==> config.mk <==
export PLATFORM = sky130hd
export DESIGN_NAME = zipocpu_fetch
export DESIGN_NICKNAME = d
export VERILOG_FILES = /design/src/rtl/zipocpu_pkg.sv /design/src/rtl/zipocpu_fifo.sv /design/src/rtl/zipocpu_fetch.sv
export SDC_FILE = /design/constraint.sdc
export NUM_CORES = 1
export LEC_CHECK = 0
export BUFFER_PORTS_ARGS = -buffer_cell sky130_fd_sc_hd__buf_4
export CAP_MARGIN = 40
export CELL_PAD_IN_SITES_DETAIL_PLACEMENT = 0
export CELL_PAD_IN_SITES_GLOBAL_PLACEMENT = 1
export CORE_MARGIN = 3
export CORE_UTILIZATION = 45
export CTS_BUF_LIST = sky130_fd_sc_hd__clkbuf_4 sky130_fd_sc_hd__clkbuf_8
export CTS_CLUSTER_SIZE = 12
export DETAILED_ROUTE_END_ITERATION = 10
export HOLD_SLACK_MARGIN = 0.02
export PLACE_DENSITY = 0.85
export SLEW_MARGIN = 25
export SYNTH_ARGS = -nofsm -noshare
export SYNTH_HDL_FRONTEND = slang
export SYNTH_SLANG_ARGS = --single-unit
==> constraint.sdc <==
create_clock -name clk -period 3.8 [get_ports clk]
set_input_delay 0.76 -clock clk [delete_from_list [all_inputs] [get_ports clk]]
set_output_delay 0.76 -clock clk [all_outputs]
set_load 0.01 [all_outputs]
==> src/rtl/zipocpu_pkg.sv <==
// zipocpu_pkg: shared definitions for the instruction fetch unit.
//   fetch_state_e      - fetch FSM states (FETCH, WAIT, DROP)
//   RV_OP / RV_OP_32   - RISC-V register-register ALU major opcodes
//   DEFAULT_XLEN       - default address/PC width
//   DEFAULT_INITIAL_PC - default first fetch address
//   is_alu_op()        - true when an instruction word carries an ALU opcode
package zipocpu_pkg;

    typedef enum logic [1:0] {
        FETCH = 2'd0,
        WAIT  = 2'd1,
        DROP  = 2'd2
    } fetch_state_e;

    localparam logic [6:0] RV_OP    = 7'b0110011;
    localparam logic [6:0] RV_OP_32 = 7'b0111011;

    localparam int unsigned DEFAULT_XLEN       = 64;
    localparam logic [63:0] DEFAULT_INITIAL_PC = 64'h0000_0000_0000_0200;

    function automatic logic is_alu_op(input logic [31:0] insn);
        return (insn[6:0] == RV_OP) || (insn[6:0] == RV_OP_32);
    endfunction

endpackage

==> src/rtl/zipocpu_fifo.sv <==
// zipocpu_fifo: prefetch queue, power-of-two depth, first-word-fall-through.
//   clk, rst_n    - clock, asynchronous active-low reset
//   flush_i       - synchronous clear; wins over push_i/pop_i
//   push_i        - write push_data_i at the tail (caller guarantees not full)
//   push_data_i   - entry to store
//   pop_i         - drop the head entry (caller guarantees not empty)
//   head_o        - current head entry, stable until popped
//   valid_o       - queue not empty
//   count_o       - number of stored entries, 0..DEPTH
module zipocpu_fifo #(
    parameter int unsigned WIDTH = 32,
    parameter int unsigned DEPTH = 4
) (
    input  logic                     clk,
    input  logic                     rst_n,
    input  logic                     flush_i,
    input  logic                     push_i,
    input  logic [WIDTH-1:0]         push_data_i,
    input  logic                     pop_i,
    output logic [WIDTH-1:0]         head_o,
    output logic                     valid_o,
    output logic [$clog2(DEPTH):0]   count_o
);

    localparam int unsigned AW = $clog2(DEPTH);
    localparam int unsigned CW = AW + 1;

    logic [WIDTH-1:0] mem_q [DEPTH];
    logic [AW-1:0]    wr_ptr_q, rd_ptr_q;
    logic [CW-1:0]    count_q;

    always_ff @(posedge clk or negedge rst_n) begin
        if (!rst_n) begin
            wr_ptr_q <= '0;
            rd_ptr_q <= '0;
            count_q  <= '0;
        end else if (flush_i) begin
            wr_ptr_q <= '0;
            rd_ptr_q <= '0;
            count_q  <= '0;
        end else begin
            if (push_i) wr_ptr_q <= wr_ptr_q + AW'(1);
            if (pop_i)  rd_ptr_q <= rd_ptr_q + AW'(1);
            count_q <= count_q + CW'(push_i) - CW'(pop_i);
        end
    end

    // Storage needs no reset: contents are only observed behind valid_o.
    always_ff @(posedge clk) begin
        if (push_i && !flush_i) mem_q[wr_ptr_q] <= push_data_i;
    end

    assign head_o  = mem_q[rd_ptr_q];
    assign valid_o = (count_q != '0);
    assign count_o = count_q;

endmodule

==> src/rtl/zipocpu_fetch.sv <==
// zipocpu_fetch: instruction fetch unit with a single outstanding memory
// request, a prefetch queue and branch/jump redirect handling.
//   clk, rst_n              - clock, asynchronous active-low reset
//   mem_req/mem_addr        - instruction read request (held until mem_ack)
//   mem_ack/mem_rdata       - request accepted, instruction word this cycle
//   redir_valid/redir_pc    - redirect the fetch stream (word-aligned)
//   inst_valid/inst_ready   - head-of-queue handshake to the consumer
//   inst_data/inst_pc       - head instruction and its address
//   inst_is_alu             - head has an OP or OP-32 opcode
// Optional (macro ZIPOCPU_FETCH_PERF_EN):
//   perf_retired            - wrapping count of consumed instructions
//   perf_flushed            - wrapping count of redirects
module zipocpu_fetch
    import zipocpu_pkg::*;
#(
    parameter int unsigned      XLEN       = DEFAULT_XLEN,
    parameter logic [XLEN-1:0]  INITIAL_PC = XLEN'(DEFAULT_INITIAL_PC),
    parameter int unsigned      FIFO_DEPTH = 4
) (
    input  logic             clk,
    input  logic             rst_n,
    output logic             mem_req,
    output logic [XLEN-1:0]  mem_addr,
    input  logic             mem_ack,
    input  logic [31:0]      mem_rdata,
    input  logic             redir_valid,
    input  logic [XLEN-1:0]  redir_pc,
    output logic             inst_valid,
    input  logic             inst_ready,
    output logic [31:0]      inst_data,
    output logic [XLEN-1:0]  inst_pc,
    output logic             inst_is_alu
`ifdef ZIPOCPU_FETCH_PERF_EN
   ,output logic [31:0]      perf_retired
   ,output logic [31:0]      perf_flushed
`endif
);

    localparam int unsigned CW = $clog2(FIFO_DEPTH) + 1;

    fetch_state_e    state_q, state_d;
    logic            req_q, req_d;
    logic [XLEN-1:0] addr_q, addr_d;
    logic [XLEN-1:0] pc_q, pc_d;

    logic             push, pop;
    logic [CW-1:0]    count, count_after;
    logic [XLEN+31:0] head;
    logic [XLEN-1:0]  redir_tgt, addr_next;
    logic             redir_lsb_unused;

    assign redir_tgt        = {redir_pc[XLEN-1:2], 2'b00};
    assign redir_lsb_unused = ^redir_pc[1:0];
    assign addr_next        = addr_q + XLEN'(4);

    // A redirect kills the consumer handshake as well as the queue.
    assign pop         = inst_valid & inst_ready & ~redir_valid;
    assign count_after = count + CW'(1) - CW'(pop);

    always_ff @(posedge clk or negedge rst_n) begin
        if (!rst_n) begin
            state_q <= FETCH;
            req_q   <= 1'b0;
            addr_q  <= INITIAL_PC;
            pc_q    <= INITIAL_PC;
        end else begin
            state_q <= state_d;
            req_q   <= req_d;
            addr_q  <= addr_d;
            pc_q    <= pc_d;
        end
    end

    // pc_q is the next address to request; in DROP it is the pending
    // redirect target while the stale request is still outstanding.
    always_comb begin
        state_d = state_q;
        req_d   = req_q;
        addr_d  = addr_q;
        pc_d    = pc_q;
        push    = 1'b0;
        unique case (state_q)
            FETCH: begin
                if (redir_valid) begin
                    pc_d    = redir_tgt;
                    addr_d  = redir_tgt;
                    req_d   = 1'b1;
                    state_d = WAIT;
                end else if (count < CW'(FIFO_DEPTH)) begin
                    addr_d  = pc_q;
                    req_d   = 1'b1;
                    state_d = WAIT;
                end
            end
            WAIT: begin
                if (redir_valid) begin
                    pc_d = redir_tgt;
                    if (mem_ack) addr_d  = redir_tgt;
                    else         state_d = DROP;
                end else if (mem_ack) begin
                    push = 1'b1;
                    pc_d = addr_next;
                    if (count_after < CW'(FIFO_DEPTH)) begin
                        addr_d = addr_next;
                    end else begin
                        req_d   = 1'b0;
                        state_d = FETCH;
                    end
                end
            end
            DROP: begin
                if (redir_valid) pc_d = redir_tgt;
                if (mem_ack) begin
                    addr_d  = redir_valid ? redir_tgt : pc_q;
                    state_d = WAIT;
                end
            end
            default: state_d = FETCH;
        endcase
    end

    zipocpu_fifo #(
        .WIDTH (XLEN + 32),
        .DEPTH (FIFO_DEPTH)
    ) u_fifo (
        .clk         (clk),
        .rst_n       (rst_n),
        .flush_i     (redir_valid),
        .push_i      (push),
        .push_data_i ({mem_rdata, addr_q}),
        .pop_i       (pop),
        .head_o      (head),
        .valid_o     (inst_valid),
        .count_o     (count)
    );

    assign mem_req     = req_q;
    assign mem_addr    = addr_q;
    assign inst_data   = head[XLEN+31:XLEN];
    assign inst_pc     = head[XLEN-1:0];
    assign inst_is_alu = is_alu_op(inst_data);

`ifdef ZIPOCPU_FETCH_PERF_EN
    logic [31:0] retired_q, flushed_q;

    always_ff @(posedge clk or negedge rst_n) begin
        if (!rst_n) begin
            retired_q <= '0;
            flushed_q <= '0;
        end else begin
            retired_q <= retired_q + 32'(pop);
            flushed_q <= flushed_q + 32'(redir_valid);
        end
    end

    assign perf_retired = retired_q;
    assign perf_flushed = flushed_q;
`endif

endmodule

# Yosys cells after proc, flatten, opt, wreduce, memory -nomap -nowiden
# Memory sizes are Yosys's and may differ from the RTL's.
# Index checks and enable logic that the tools add are counted.
# totals
memories	1
latchBits	0
output_inout_bits	163
in_bits	101
regBits	138
mem_bits_ro	0
wordCells	84
ramBits	384
# classes
add_sub_neg	7
shifts	0
n_lt_le_gt_ge	2
n_bitwise	3
n_eq_ne	13
multipliers	0
div_mod_pow	0
muxes	36
reduce_logical	15
# mem_list
memory	words	word_bits	read_ports	rd_clocked_by_memory_dff	wr	line_no	rtl
u_fifo.mem_q	4	96	1	0	1	zipocpu_fifo.sv:28	logic [WIDTH-1:0] mem_q [DEPTH];
# ops
cell	n
64-bit 2-to-1 mux	10
64-bit case mux with 3 select lines	1
64-bit case mux with 2 select lines	1
64-bit by 3-bit adder with 64-bit output, second input constant	1
2-bit 2-to-1 mux	11
3-bit inequality test, second input constant	5
5-bit AND reduction	3
7-bit by 6-bit equality test with 1-bit output, second input constant	2
1-bit 2-to-1 mux	10
2-bit inequality test, second input constant	4
2-bit nonzero test	4
3-bit less-than comparator, second input constant	2
2-bit case mux with 3 select lines	1
3-bit nonzero test	2
3-bit by 1-bit subtractor with 3-bit output	2
2-bit by 1-bit adder with 2-bit output, second input constant	2
3-bit by 1-bit adder with 3-bit output	1
3-bit by 1-bit adder with 3-bit output, second input constant	1
3-bit 2-to-1 mux	1
1-bit bitwise AND	2
2-bit by 1-bit equality test with 1-bit output, second input constant	1
2-bit equality test, second input constant	1
2-bit zero test	1
1-bit case mux with 2 select lines	1
6 further kinds	6

# Longest topological paths before layout
# depth
ltp_word	9
ltp_mapped	13
ltp_nobuf	10

# Modules after synthesis
# A second synthesis with hierarchy kept.
# unflattened
cells_unflattened	1611
hier_area_um2	22892.0
# modules_own_cells
mod	seq_area_each_um2	cells_each	area_each_um2	n_inst
zipocpu_fifo	11706.2	540	14268.7	1
zipocpu_fetch	3280.6	1071	8623.3	1

# Worst setup path before layout
# Ideal clock, no wire load.
# synth_timing
path_kind	input-to-reg
start	input redir_valid
end	memory u_fifo.mem_q[0][0] in the netlist's numbering (enable)
path_stages	4
arrival_time_ns	3.802
required_ns	3.334
path_buffers	2
setup_slack_ns	-0.468
setup_time_ns	0.466
cell_sequence	clkbuf_1 nor2_1 clkbuf_1 and3_1
# synth_via
elab_chain_len	5
elab_cells_between_ends	6
classes_between	mux (4); reduce/logical (2)
# synth_lines
item	line_no	rtl
start: declaration	zipocpu_fetch.sv:26	input logic redir_valid,
1-bit 2-to-1 mux	zipocpu_fetch.sv:96	if (redir_valid) begin
1-bit 2-to-1 mux	zipocpu_fetch.sv:82	unique case (state_q)
1-bit logical AND (*)	zipocpu_fifo.sv:50	if (push_i && !flush_i) mem_q[wr_ptr_q] <= push_data_i;
1-bit 2-to-1 mux (*)	zipocpu_fifo.sv:50	
1-bit 2-to-1 mux (implied by the code) (*)	zipocpu_fifo.sv:50	
end: declaration	zipocpu_fifo.sv:28	
# Mark *: on every way between the ends. The rest lies on a longest branch, timed or not.

# Worst setup path in the final report
# layout_timing
start	register u_fifo.rd_ptr_q[0]
end	output inst_pc[35]
# layout_via
elab_chain_len	1
# layout_lines
item	line_no	rtl
start: declaration	zipocpu_fifo.sv:29	logic [AW-1:0] wr_ptr_q, rd_ptr_q;
start signal: assignment	zipocpu_fifo.sv:43	if (pop_i) rd_ptr_q <= rd_ptr_q + AW'(1);
memory read 4 x 96 bit	--	
end: declaration	zipocpu_fetch.sv:31	output logic [XLEN-1:0] inst_pc,
# No other way between the ends.

==> reports/metrics.cfg <==
[synthesis]
ys_seq_area_share_pct = 66.9
netlist_instances = 1565
ys.flop_type = edfxtp_1
synth-edff-count = 384
syn_nets = 1675
ys_top_cells_by_area = edfxtp_1 (52%), dfrtp_1 (15%), mux4_2 (9.7%), o21ai_0 (2.4%), a21oi_1 (2.3%)
syn_area_per_cell_sq_um = 14.3
synth_top_area_cell = edfxtp_1
ys_seq_elements = 522
syn-cell-area_sq_um = 22400
synthDistinctLibCells = 60
synth_top_area_share_pct = 51.5
ys_warn_count = 0
ys_async_sr_fraction_pct = 26.4

[worst_setup_path]
required_ns = 3.04
crit_chain = buf_4 > mux4_2 > buf_4
cp-start-kind = flop
crit_type = reg2out
worst_setup_path_end_kind = output pin
crit_path_frequent_cell = buf_4
worst_path_max_delay_cell = dfrtp_4
arrival_ns = 2.54
cp_max_fo = 21
cpPeakStageDelay_ns = 0.64
rrSetupSlack_ns = 0.77

[timing]
rsz0062_at_grt = no
hold_viol = 0
worstMarginPinSlew_ns = 0.850
fin_skew_ns = 0.0268
setup_tns_ns = 0
maxSlewViolCount = 0
slew-limit-headroom_pct = 43.3
min_period_over_period_pct = 86.8
hold_ws_ns = 0.121
min_period_ns = 3.30
setup_viol = 0
fmax_mhz = 303

[clock_network]
clk_root_buffer_cell = clkbuf_8
cts_tree = built
post-cts-setup-buffer-count = 0
ctsLongestPathBuffers = 3
clock-sinks = 522
clk_pin_slew_worst_paths_ns = 0.06
cts_hold_buf = 0
h-tree-depth = 3
cts_buffers = 82
post_cts_resized = 0
clock_latency_ns = 0.66

[drt]
wire_per_inst_um = 23.7
wl_met2_um = 30100
drc = 0
detail_route.iter0.violations = 1349
vias = 15100
top_layer_used = met5
via_per_inst = 5.81
drtAntennaViolNets = 0
wl_met3_um = 4740
dr.pass1.iters = 8
wl_um = 61600
drt-met1-wl_um = 24500

[finish]
area_growth_syn_to_layout_pct = 20.9
fillCellCount = 3993
nNetsFinal = 1982
layout-drive-gt1-share_pct = 30.2

[floorplanning]
fp.coreArea_sq_um = 49100
initial_core_util_pct = 45.6
die-area_sq_um = 52500
fp.dieW_um = 229
num_io_pins = 264
rows = 81
die_h_um = 229

[grt]
grt_first_pass_wirelength_um = 95300
antenna_found_initial = 11
grt_use_total_pct = 23.6
grt_pass1_vias = 15800
grt_max_degree = 76
grt_overflow = 0

[status]
outcome = complete, no violations

[pwr]
power_leakage_uw = 0.00968
peakVddDrop_v = 0.000272
powerDensity_nw_per_um2 = 696

[placed_design]
dp_hpwl_um = 39100
portBuffers = 261
routabilityCongestion = 0.845

[run]
timing.max_cap.violations = 0

[worst_hold_path]
hold_class = in2async

where the power goes:
part | internal [uW] | leakage, uW | total [uW] | switching (uW)
combinational | 2600 | 0.00369 | 5550 | 2960
clock | 2550 | 0.000872 | 4710 | 2160
sequential | 7370 | 0.00511 | 8580 | 1210
total | 12500 | 0.00968 | 18800 | 6320
through the flow:
| step | total power [uW] | worst slack [ns] | cell area (sq um) | std cells | utilization [%] |
|---|---|---|---|---|---|
| 6_report | 18800 | 0.500 | 27100 | 2602 | 55.2 |
| 5_1_grt | 19900 | 0.366 | 27100 | 2602 | 55.2 |
| 4_1_cts | 19000 | 0.417 | 27000 | 2598 | 55.1 |
| 3_5_place_dp | 14300 | 0.746 | 25400 | 2452 | 51.8 |
| 3_3_place_gp | 14100 | 0.798 | 25400 | 2452 | 51.8 |
| 2_1_floorplan | 11500 | 0.222 | 22400 | 1565 | - |
worst paths after layout:
check	startpoint	to	cells after the start
min in group clk	mem_rdata[29]	u_fifo.mem_q[0][93]$_DFFE_PP_	1
hold / removal	rst_n	pc_q[42]$_DFFE_PN0P_	1
setup reg to reg	u_fifo.count_o[2]$_DFF_PN0_	mem_addr[45]$_DFFE_PN0P_	9
max in group asynchronous	rst_n	mem_addr[9]$_DFFE_PN1P_	2
hold reg to reg	pc_q[63]$_DFFE_PN0P_	pc_q[63]$_DFFE_PN0P_	2
setup / recovery	u_fifo.rd_ptr_q[0]$_DFFE_PN0P_	inst_pc[35]	3
logic make-up after synthesis:
logic type	Yosys count	synth area share, %
xor+xnor	65	2.54
compound gates	383	10.4
mux	97	9.71
fa+ha+maj	9	0.537
buf+inv	135	2.29
flops	522	66.9
simple gates	354	7.60
Yosys cell counts, types with 3 or more instances:
| cell | n |
|---|---|
| or3_1 | 15 |
| nor3_1 | 26 |
| a22o_1 | 8 |
| mux4_2 | 96 |
| nand3_1 | 33 |
| a22oi_1 | 19 |
| nand2_1 | 119 |
| or2_2 | 3 |
| buf_2 | 5 |
| o31ai_1 | 6 |
| edfxtp_1 | 384 |
| dfrtp_1 | 136 |
| a2bb2oi_1 | 6 |
| nor4_1 | 7 |
| o21ai_0 | 109 |
| a31oi_1 | 16 |
| o22a_1 | 3 |
| nor3_2 | 5 |
| xor2_1 | 12 |
| ha_1 | 8 |
| and3_1 | 25 |
| buf_1 | 20 |
| clkbuf_1 | 74 |
| a211oi_1 | 11 |
| nor2b_1 | 3 |
| o2bb2ai_1 | 22 |
| a221oi_1 | 7 |
| o31a_1 | 4 |
| inv_1 | 35 |
| nand4_1 | 12 |
| a21oi_1 | 104 |
| xnor2_1 | 53 |
| nor2_1 | 91 |
| o22ai_1 | 54 |
placed cells by master (no fill, tap or decap), types with 33 or more instances in the layout:
cell and n:
edfxtp_1 384, mux4_2 96, buf_4 312, nand3_1 33, clkbuf_8 89, dfrtp_1 134, clkbuf_4 33, nor2_1 89
a21oi_1 104, o22ai_1 53, xnor2_1 53, nand2_1 118, inv_1 35, o21ai_0 109
critical path, delay by kind of cell (launching register included):
| kind | cells | cell delay (ns) |
|---|---|---|
| flops | 1 | 0.64 |
| buf+inv | 2 | 0.63 |
| mux | 1 | 0.61 |
metal layers:
| layer | global-route usage [%] | vias up |
|---|---|---|
| met5 | 0 | - |
| met4 | 10.5 | 14 |
| met3 | 5.75 | 148 |
| met2 | 38.0 | 642 |
| met1 | 30.6 | 7624 |
| li1 | - | 6702 |
flip-flops by register name, indices dropped and copies added, names as in the netlist:
register and cells:
mem_req 1, mem_addr 64, u_fifo.mem_q 384, state_q 2, u_fifo.wr_ptr_q 2, u_fifo.rd_ptr_q 2, u_fifo.count_o 3, pc_q 64
area by class of cell:
| type | count | area [sq um] | share of cell area, % |
|---|---|---|---|
| diodes | 4 | 10.0 | 0.0370 |
| clock buffers | 122 | 1470 | 5.44 |
| clock inverters | 24 | 149 | 0.550 |
| inverters | 36 | 135 | 0.499 |
| multi-input cells | 908 | 6930 | 25.6 |
| flip-flops and latches | 522 | 15000 | 55.4 |
| well taps | 664 | 831 | 3.07 |
| repair buffers | 322 | 2530 | 9.36 |
No activity file was read; power rests on OpenSTA's default activity.
